===== config.mk =====
export PLATFORM = sky130hd
export DESIGN_NAME = booth_div
export DESIGN_NICKNAME = d
export VERILOG_FILES = /design/src/rtl/booth_div.sv
export SDC_FILE = /design/constraint.sdc
export NUM_CORES = 1
export LEC_CHECK = 0
export CAP_MARGIN = 20
export CORE_ASPECT_RATIO = 0.6
export CORE_MARGIN = 2
export CORE_UTILIZATION = 45
export CTS_BUF_LIST = sky130_fd_sc_hd__clkbuf_2
export CTS_CLUSTER_DIAMETER = 60
export DETAILED_ROUTE_END_ITERATION = 8
export PLACE_DENSITY = 0.66
export RECOVER_POWER = 50
export REMOVE_ABC_BUFFERS = 1
export SKIP_LAST_GASP = 1
export SLEW_MARGIN = 20
export SYNTH_ARGS = -nofsm -noshare
export SYNTH_HDL_FRONTEND = slang
export SYNTH_SLANG_ARGS = --single-unit

===== constraint.sdc =====
create_clock -name clk -period 2.06 [get_ports clk]
set_input_delay 0.618 -clock clk [delete_from_list [all_inputs] [get_ports clk]]
set_output_delay 0.618 -clock clk [all_outputs]
set_load 0.05 [all_outputs]

===== src/rtl/booth_div.sv =====
// Sequential signed divider: restoring division on operand magnitudes, then sign fix-up.
// Fixed latency of WIDTH+3 cycles from accepted start to the div_done pulse.
module booth_div #(
  parameter int WIDTH = 4
) (
  input  logic             clk,
  input  logic             rst,
  input  logic             div_start,
  input  logic [WIDTH-1:0] div_a,
  input  logic [WIDTH-1:0] div_b,
  output logic [WIDTH-1:0] div_q,
  output logic [WIDTH-1:0] div_r,
  output logic             div_busy,
  output logic             div_done,
  output logic             div_by_zero,
  output logic             div_ovf
);

  localparam int CW = $clog2(WIDTH + 1);

  typedef enum logic [1:0] {
    IDLE,
    CALC,
    FIX,
    DONE
  } state_t;

  state_t state, state_next;

  logic [WIDTH-1:0] a_reg, b_reg;
  logic [WIDTH-1:0] mag_b;
  logic [WIDTH-1:0] quo;
  logic [WIDTH:0]   rem;
  logic [CW-1:0]    cnt;

  logic [WIDTH-1:0] abs_a, abs_b;
  logic [WIDTH+1:0] rem_sh, trial;
  logic [WIDTH-1:0] q_fix, r_fix;
  logic             b_zero, ovf_case;

  always_ff @(posedge clk) begin
    if (rst) begin
      state <= IDLE;
    end else begin
      state <= state_next;
    end
  end

  always_comb begin
    state_next = state;
    unique case (state)
      IDLE:    if (div_start) state_next = CALC;
      CALC:    if (cnt == CW'(1)) state_next = FIX;
      FIX:     state_next = DONE;
      DONE:    state_next = IDLE;
      default: state_next = IDLE;
    endcase
  end

  // The trial subtraction is two bits wider than the divisor so its MSB is a clean borrow flag.
  always_comb begin
    abs_a    = div_a[WIDTH-1] ? -div_a : div_a;
    abs_b    = div_b[WIDTH-1] ? -div_b : div_b;
    rem_sh   = {rem, quo[WIDTH-1]};
    trial    = rem_sh - {2'b00, mag_b};
    b_zero   = (b_reg == '0);
    ovf_case = (a_reg == {1'b1, {(WIDTH-1){1'b0}}}) && (b_reg == '1);
    q_fix    = (a_reg[WIDTH-1] ^ b_reg[WIDTH-1]) ? -quo : quo;
    r_fix    = a_reg[WIDTH-1] ? -rem[WIDTH-1:0] : rem[WIDTH-1:0];
    if (b_zero) begin
      q_fix = '1;
      r_fix = a_reg;
    end
  end

  always_ff @(posedge clk) begin
    if (rst) begin
      a_reg       <= '0;
      b_reg       <= '0;
      mag_b       <= '0;
      quo         <= '0;
      rem         <= '0;
      cnt         <= '0;
      div_q       <= '0;
      div_r       <= '0;
      div_busy    <= 1'b0;
      div_done    <= 1'b0;
      div_by_zero <= 1'b0;
      div_ovf     <= 1'b0;
    end else begin
      div_done <= 1'b0;
      unique case (state)
        IDLE: begin
          if (div_start) begin
            a_reg    <= div_a;
            b_reg    <= div_b;
            quo      <= abs_a;
            mag_b    <= abs_b;
            rem      <= '0;
            cnt      <= CW'(WIDTH);
            div_busy <= 1'b1;
          end
        end
        CALC: begin
          rem <= trial[WIDTH+1] ? rem_sh[WIDTH:0] : trial[WIDTH:0];
          quo <= {quo[WIDTH-2:0], ~trial[WIDTH+1]};
          cnt <= cnt - CW'(1);
        end
        FIX: begin
          div_q       <= q_fix;
          div_r       <= r_fix;
          div_by_zero <= b_zero;
          div_ovf     <= ovf_case;
        end
        DONE: begin
          div_done <= 1'b1;
          div_busy <= 1'b0;
        end
        default: ;
      endcase
    end
  end

endmodule


After elaboration in Yosys (flattened, before gate mapping)
Index checks and enable logic that the tools add are counted.
Word-level totals
  output and inout port bits: 12
  logic and storage cells: 57
  input port bits: 11
  bits in registers: 38
Operators by class
  bitwise operators: 2
  $add $sub $neg: 6
  reductions and logical operators: 9
  equal/unequal tests: 8
  mux-type cells: 19
Operator list (count)
  two-way mux 4 bit: 7
  negation 4 bit: 4
  two-way mux 5 bit: 2
  case mux 5 bit (2 select lines): 1
  == test 4 bit, second input constant: 2
  case mux 2 bit (4 select lines): 1
  case mux 4 bit (2 select lines): 1
  AND reduction 2 bit: 4
  case mux 3 bit (2 select lines): 1
  subtractor 6 x 4 -> 6 bit: 1
  == test 2 bit, second input constant: 2
  logical NOT 4 bit: 1
  two-way mux 2 bit: 2
  != test 2 bit, second input constant: 2
  nonzero test 2 bit: 2
  == test 3 x 1 -> 1 bit, second input constant: 1
  two-way mux 3 bit: 1
  subtractor 3 x 1 -> 3 bit, second input constant: 1
  == test 2 x 1 -> 1 bit, second input constant: 1
  logical NOT 2 bit: 1
  two-way mux 1 bit: 2
  case mux 1 bit (2 select lines): 1
  logical AND 1 bit: 1
  NOT 1 bit: 1
  bitwise XOR 1 bit: 1

Logic depth before layout (Yosys ltp)
  depth after elaboration: 4
  mapped depth: 8
  gate-level depth less buffers: 8

Worst setup path after synthesis
OpenSTA, ideal clock, no wires.
  kind: register to register
  start: register mag_b[1]
  end: register rem[2]
  cell stages (with the launch flop): 8
  data arrival time: 1684 ps
  path buffers: 0
  setup time: 117 ps
  period minus slack after synthesis: 1800 ps
  required time: 1943 ps
  setup slack: 260 ps
  cells stage by stage: dfxtp_1 > inv_1 > ha_1 > nor2b_2 > o2111a_1 > a211oi_4 > mux2i_1 > a22o_1
On the way
  longest elaborated chain between the ends: 3
RTL lines
  from (decl): RTL line 31  | logic [WIDTH-1:0] mag_b;
  from (signal assigned): RTL line 98  | mag_b <= abs_b;
  subtractor 6 x 4 -> 6 bit: RTL line 65  | trial = rem_sh - {2'b00, mag_b};
  two-way mux 5 bit: RTL line 105  | rem <= trial[WIDTH+1] ? rem_sh[WIDTH:0] : trial[WIDTH:0];
  case mux 5 bit (2 select lines): RTL line 92  | unique case (state)
  to (signal assigned): RTL line 105
  to (decl): RTL line 33  | logic [WIDTH:0] rem;
No other way between the ends.
A chain may end at the register's enable or synchronous reset.

Worst setup path in the final report
  start: register mag_b[2]
  end: register rem[2]
Same word-level chain as after synthesis.

==> flow_summary.yaml <==
critical_path:
  crit_arrival_ns: 2.25
  path_delay_family: "compound AO/OA/AOI/OAI gates"
  end_kind: "flop"
  slowest_stage: "dfxtp_1"
  cp.required_ns: 2.36
  critical-path-max-stage-delay_ns: 0.37
  crit_buf_inv: 2
  crit_type: "flop to flop"
  path_max_fanout: 5
  startpoint_type: "flop"
  path_cells: "inv_1, ha_1, or2_2, o221ai_2, a211oi_4, buf_4, mux2i_1, a22o_1"
drt:
  viasPerCell: 5.10
  wl_per_cell_um: 12.9
  drc: 0
  drtIter0Drc: 95
  drt-total-wl_um: 4470
  vias: 1770
  ant_nets: 0
  drt_first_pass_iters: 4
finish:
  syn2layout_area_growth_pct: 18.3
  fin_nets: 312
  fill_cells: 433
  regArea_um2: 742
  largest_register: "rem"
  largest_reg_flops: 5
  multi_input_area_um2: 1190
  antenna_cells: 0
  drive_above_1_share_pct: 12.2
logic_synthesis:
  synthCells: 250
  yosys.area.top_type: "dfxtp_1"
  synth.avg_cell_area_um2: 8.16
  synth_warnings: 0
  synth_cell_types: 41
  synth.top_cell.area_share_pct: 36.3
  syn_area_um2: 2040
  synthTopCellsByArea: "dfxtp_1 36%, ha_1 8.6%, nand2_1 6.4%, mux2i_1 5.4%, nor2_1 5.2%"
  ys_seq_area_share_pct: 36.3
  ys_ff_latch: 37
die:
  die_w_um: 90.9
  initial_core_util_pct: 48.2
  core_um2: 4230
  rows: 18
  die_area_um2: 5110
  num_io_pins: 23
  dieHeight_um: 56.2
placed_design:
  gp_congestion: 0.784
  place_ws_ns: -0.0183
  port_buffers: 22
  hpwlAfterDp_um: 3430
clocking:
  cts_tree: "yes"
  clk_pin_slew_worst_paths_ns: 0.18
  cts_buffers: 5
  clock-sinks: 37
  hold_buffers: 0
  clk_path_buf_depth: 2
  htreeDepth: 2
  cts_root_buf: "clkbuf_2"
  clock_latency_ns: 0.38
hold_path:
  min_path_type: "flop to flop"
sta:
  finalWorstSetupSlack_ns: 0.110
  fmax_mhz: 513
  finalHoldViolCount: 0
  finalCriticalPeriod_ns: 1.95
  min_period_over_period_pct: 94.7
  slew_headroom_pct: 51.4
  setup_violations: 0
  worstMarginPinSlew_ns: 0.729
  fin_skew_ns: 0.0144
  slew_violations: 0
  holdWs_ns: 0.466
global_routing:
  antenna_found_initial: 0
  grt_pass1_wl_um: 7560
  grt_start_max_net_pins: 18
  grt_use_total_pct: 18.6
  overflow: 0
  grt_pass1_vias: 1596
power_and_ir_drop:
  leakagePower_nw: 0.951
  peakVddDrop_mv: 0.851
  p_per_area_nw_per_um2: 1270
  power.total_mw: 3.05
status:
  status: "finished clean"
run:
  maxCapViolCount: 0
[final timing paths]
path,from,end,slack [ns],cells after the start
worst max-delay path,mag_b[2]$_SDFFE_PP0P_,rem[2]$_SDFFE_PP0P_,0.11,8
worst min-delay path,mag_b[3]$_SDFFE_PP0P_,mag_b[3]$_SDFFE_PP0P_,0.47,2
worst max register to register,mag_b[2]$_SDFFE_PP0P_,rem[2]$_SDFFE_PP0P_,0.11,8
worst min register to register,mag_b[3]$_SDFFE_PP0P_,mag_b[3]$_SDFFE_PP0P_,0.47,2
[repair_timing]
action | CTS | global route
setup buffers | 0 | 2
pin swaps | 0 | 1
endpoints found under the hold margin | 0 | 0
resized for setup | 1 | 1
endpoints found under the setup margin | 1 | 4
[cell type report]
cell class / count / area share, %
multi-input combinational: 184 / 49.2
sequential: 37 / 30.7
timing repair buffer: 41 / 12.8
tap: 60 / 3.11
inverter: 17 / 2.64
clock buffer: 5 / 1.04
clock inverter: 3 / 0.518
[cell usage in the layout, fill, tap and decap left out, types with 2 or more instances in the layout]
master           netlist  layout
dfxtp_1               37      36
nand2_1               35      35
nor2_1                28      28
buf_4                  0      23
a21oi_1               18      18
inv_1                 17      17
ha_1                  14      14
mux2i_1               11      11
o21ai_0                9       9
clkdlybuf4s50_1        0       9
nor3_1                 8       8
clkbuf_1               9       7
a311oi_1               6       6
xnor2_1                6       6
nor2b_1                5       5
a211oi_1               5       5
clkbuf_2               0       5
nand2b_1               3       3
and2_1                 3       3
o21ai_1                3       3
nand3_1                3       3
a22o_1                 3       3
nand4b_1               2       2
nor4b_1                2       2
o21a_1                 2       2
clkinv_1               0       2
[metrics by stage]
| stage | TNS, ns | area (µm²) | utilization [%] | instances |
|---|---|---|---|---|
| CTS | 0 | 2420 | 57.2 | 345 |
| floorplan | 0 | 1990 | - | 238 |
| global placement | 0 | 2390 | 56.4 | 337 |
| global route | -0.00776 | 2410 | 57.0 | 347 |
| finish | 0 | 2410 | 57.0 | 347 |
| detailed placement | -0.0251 | 2390 | 56.4 | 337 |
[worst min-delay path: cells and delay by family, from the launching register on]
kind             cells  cell delay [ns]
flip-flops           1             0.35
AND/OR/NAND/NOR      1             0.05
AO/OA/AOI/OAI        1             0.05
[where the power goes]
part           total, mW  internal [mW]  switching, mW
sequential          1.05          0.893          0.157
clock              0.312         0.0744          0.237
combinational       1.69          0.690           1.00
total               3.05           1.66           1.40
[cell families (layout without fill, tap and decap cells)]
| logic type | count (synthesis) | in the layout | share of synthesized area, % |
|---|---|---|---|
| compound gates | 55 | 55 | 18.2 |
| fa+ha+maj | 15 | 15 | 9.56 |
| xor+xnor | 7 | 7 | 3.00 |
| mux | 11 | 11 | 5.40 |
| buf+inv | 29 | 66 | 5.52 |
| flops | 37 | 37 | 36.3 |
| simple gates | 96 | 96 | 22.0 |
[metal layers]
| layer | vias to the layer above | GRT usage (%) | share of wire, % |
|---|---|---|---|
| met5 | - | 0 | 0 |
| met4 | 0 | 4.55 | 0.72 |
| met3 | 5 | 5.01 | 5.0 |
| met2 | 36 | 25.0 | 38 |
| met1 | 792 | 28.7 | 56 |
| li1 | 937 | - | - |
[cell usage after synthesis]
master and count:
clkbuf_1 9, a21boi_1 1, o21ai_0 9, nor2b_1 5, nor3_1 8, o2111a_1 1
dfxtp_1 37, and3_1 1, ha_1 14, o21ai_1 3, fa_1 1, a311oi_1 6
nor4_1 1, inv_1 17, nand3_1 3, a22o_1 3, nor4_2 1, a21oi_1 18
nand4b_1 2, nand2b_1 3, and2_1 3, a211o_1 1, o221ai_2 1, or4_1 1
o211ai_1 1, xor2_1 1, buf_2 3, or3_1 1, mux2i_1 11, nor4b_1 2
o21a_1 2, a22oi_1 1, nor2_1 28, a211oi_4 1, xnor2_1 6, nor2b_2 1
a211oi_1 5, o22ai_1 1, nand2_1 35, or2_2 1, a31oi_1 1
Note: power is estimated with default switching activity, not from simulation.
==> RTL edit (config.mk and constraints unchanged) <==
Encoding of `state_t`: now one-hot (4 bits for 4 states).
--- a/src/rtl/booth_div.sv
+++ b/src/rtl/booth_div.sv
@@ -18,11 +18,11 @@
 
   localparam int CW = $clog2(WIDTH + 1);
 
-  typedef enum logic [1:0] {
-    IDLE,
-    CALC,
-    FIX,
-    DONE
+  typedef enum logic [3:0] {
+    IDLE = 4'b0001,
+    CALC = 4'b0010,
+    FIX  = 4'b0100,
+    DONE = 4'b1000
   } state_t;
 
   state_t state, state_next;
Check against the original RTL: same outputs for any inputs over 10 cycles, from zero or initial values and one cycle with rst high; not proved beyond that.
==> RTL edit against the unedited design <==
Worst setup slack gained 0.091 ns. Clock skew down 0.0015 ns. Design area rose by 0.41%. Die area rose by 0.70%. Sequential cell count grew 2. Wire length increased by 0.34%. Synthesized area rose by 0.74%.
Power is not compared: it rests on default switching activity, and its combinational part moved more than twofold at a synthesized area within 25%.
==> RTL edit: results (changes against the unedited design) <==
status: "completed"
nNetsFinal: 305  # -2.2%
num-fill-cells: 404  # -6.7%
multi_input_area_um2: 1140  # -4.3%
setup_slack_ns: 0.200  # +0.0906 ns
gp_congestion: 0.806  # +2.9%
inverters: 14  # -3
met1_usage: 0.311  # +0.0248
regArea_um2: 781  # +5.2%
grt_max_degree: 20  # +2
synthTopCellsByArea: "dfxtp_1 (38%), nand2_1 (6.4%), ha_1 (6.1%)"
finalClockSkew_ns: 0.0130  # -0.00147 ns
wl_met2_um: 1570  # -8.1%
routedLengthMet1_um: 2610  # +4.5%
avgViaCountPerCell: 5.19  # +1.7%
final-clk-cell-share: 0.0372  # +0.0216
use_met2: 0.234  # -0.0159
drt_iter0_drc: 113  # +19%
synth-xor-area-share: 0.0298  # -0.000219
postCtsResizedCells: 0  # -1
synth_compound_area_frac: 0.191  # +0.00902
routed-wl-met3_um: 260  # +16%
muxShareOfSynthArea: 0.0341  # -0.0199
relSlewSlack: 0.455  # -0.0592
crit_path_max_incr_delay_ns: 0.39  # +0.02 ns
yosysSeqAreaShare: 0.380  # +0.0168
ys_types: 44  # +7.3%
grt_first_pass_wirelength_um: 7680  # +1.5%
==> RTL edit: changes by cell type in the layout (fill, tap and decap cells not counted), sizes merged, moves of 4 or more <==
cell	unedited run	this run
o211ai	1	5
o21ai	12	7
mux2i	11	7
buf	23	17
clkbuf	12	21
ha	14	10
==> RTL edit: worst reg2reg max path, delay by kind of cell, from the launching register on <==
| family | cells | cell delay, ns |
|---|---|---|
| AO/OA/AOI/OAI | 4 | 0.84 |
| flip-flops | 1 | 0.39 |
| adder cells (fa/ha/maj) | 1 | 0.37 |
| multiplexers | 1 | 0.22 |
==> RTL edit: power groups by stage <==
stage / logic (uW) / registers [uW] / clock network [uW]
after global placement: 308 / 830 / 0
after CTS: 314 / 814 / 592
after detailed placement: 312 / 830 / 0
after floorplan: 183 / 832 / 0
after global routing: 345 / 820 / 628
final: 306 / 815 / 576
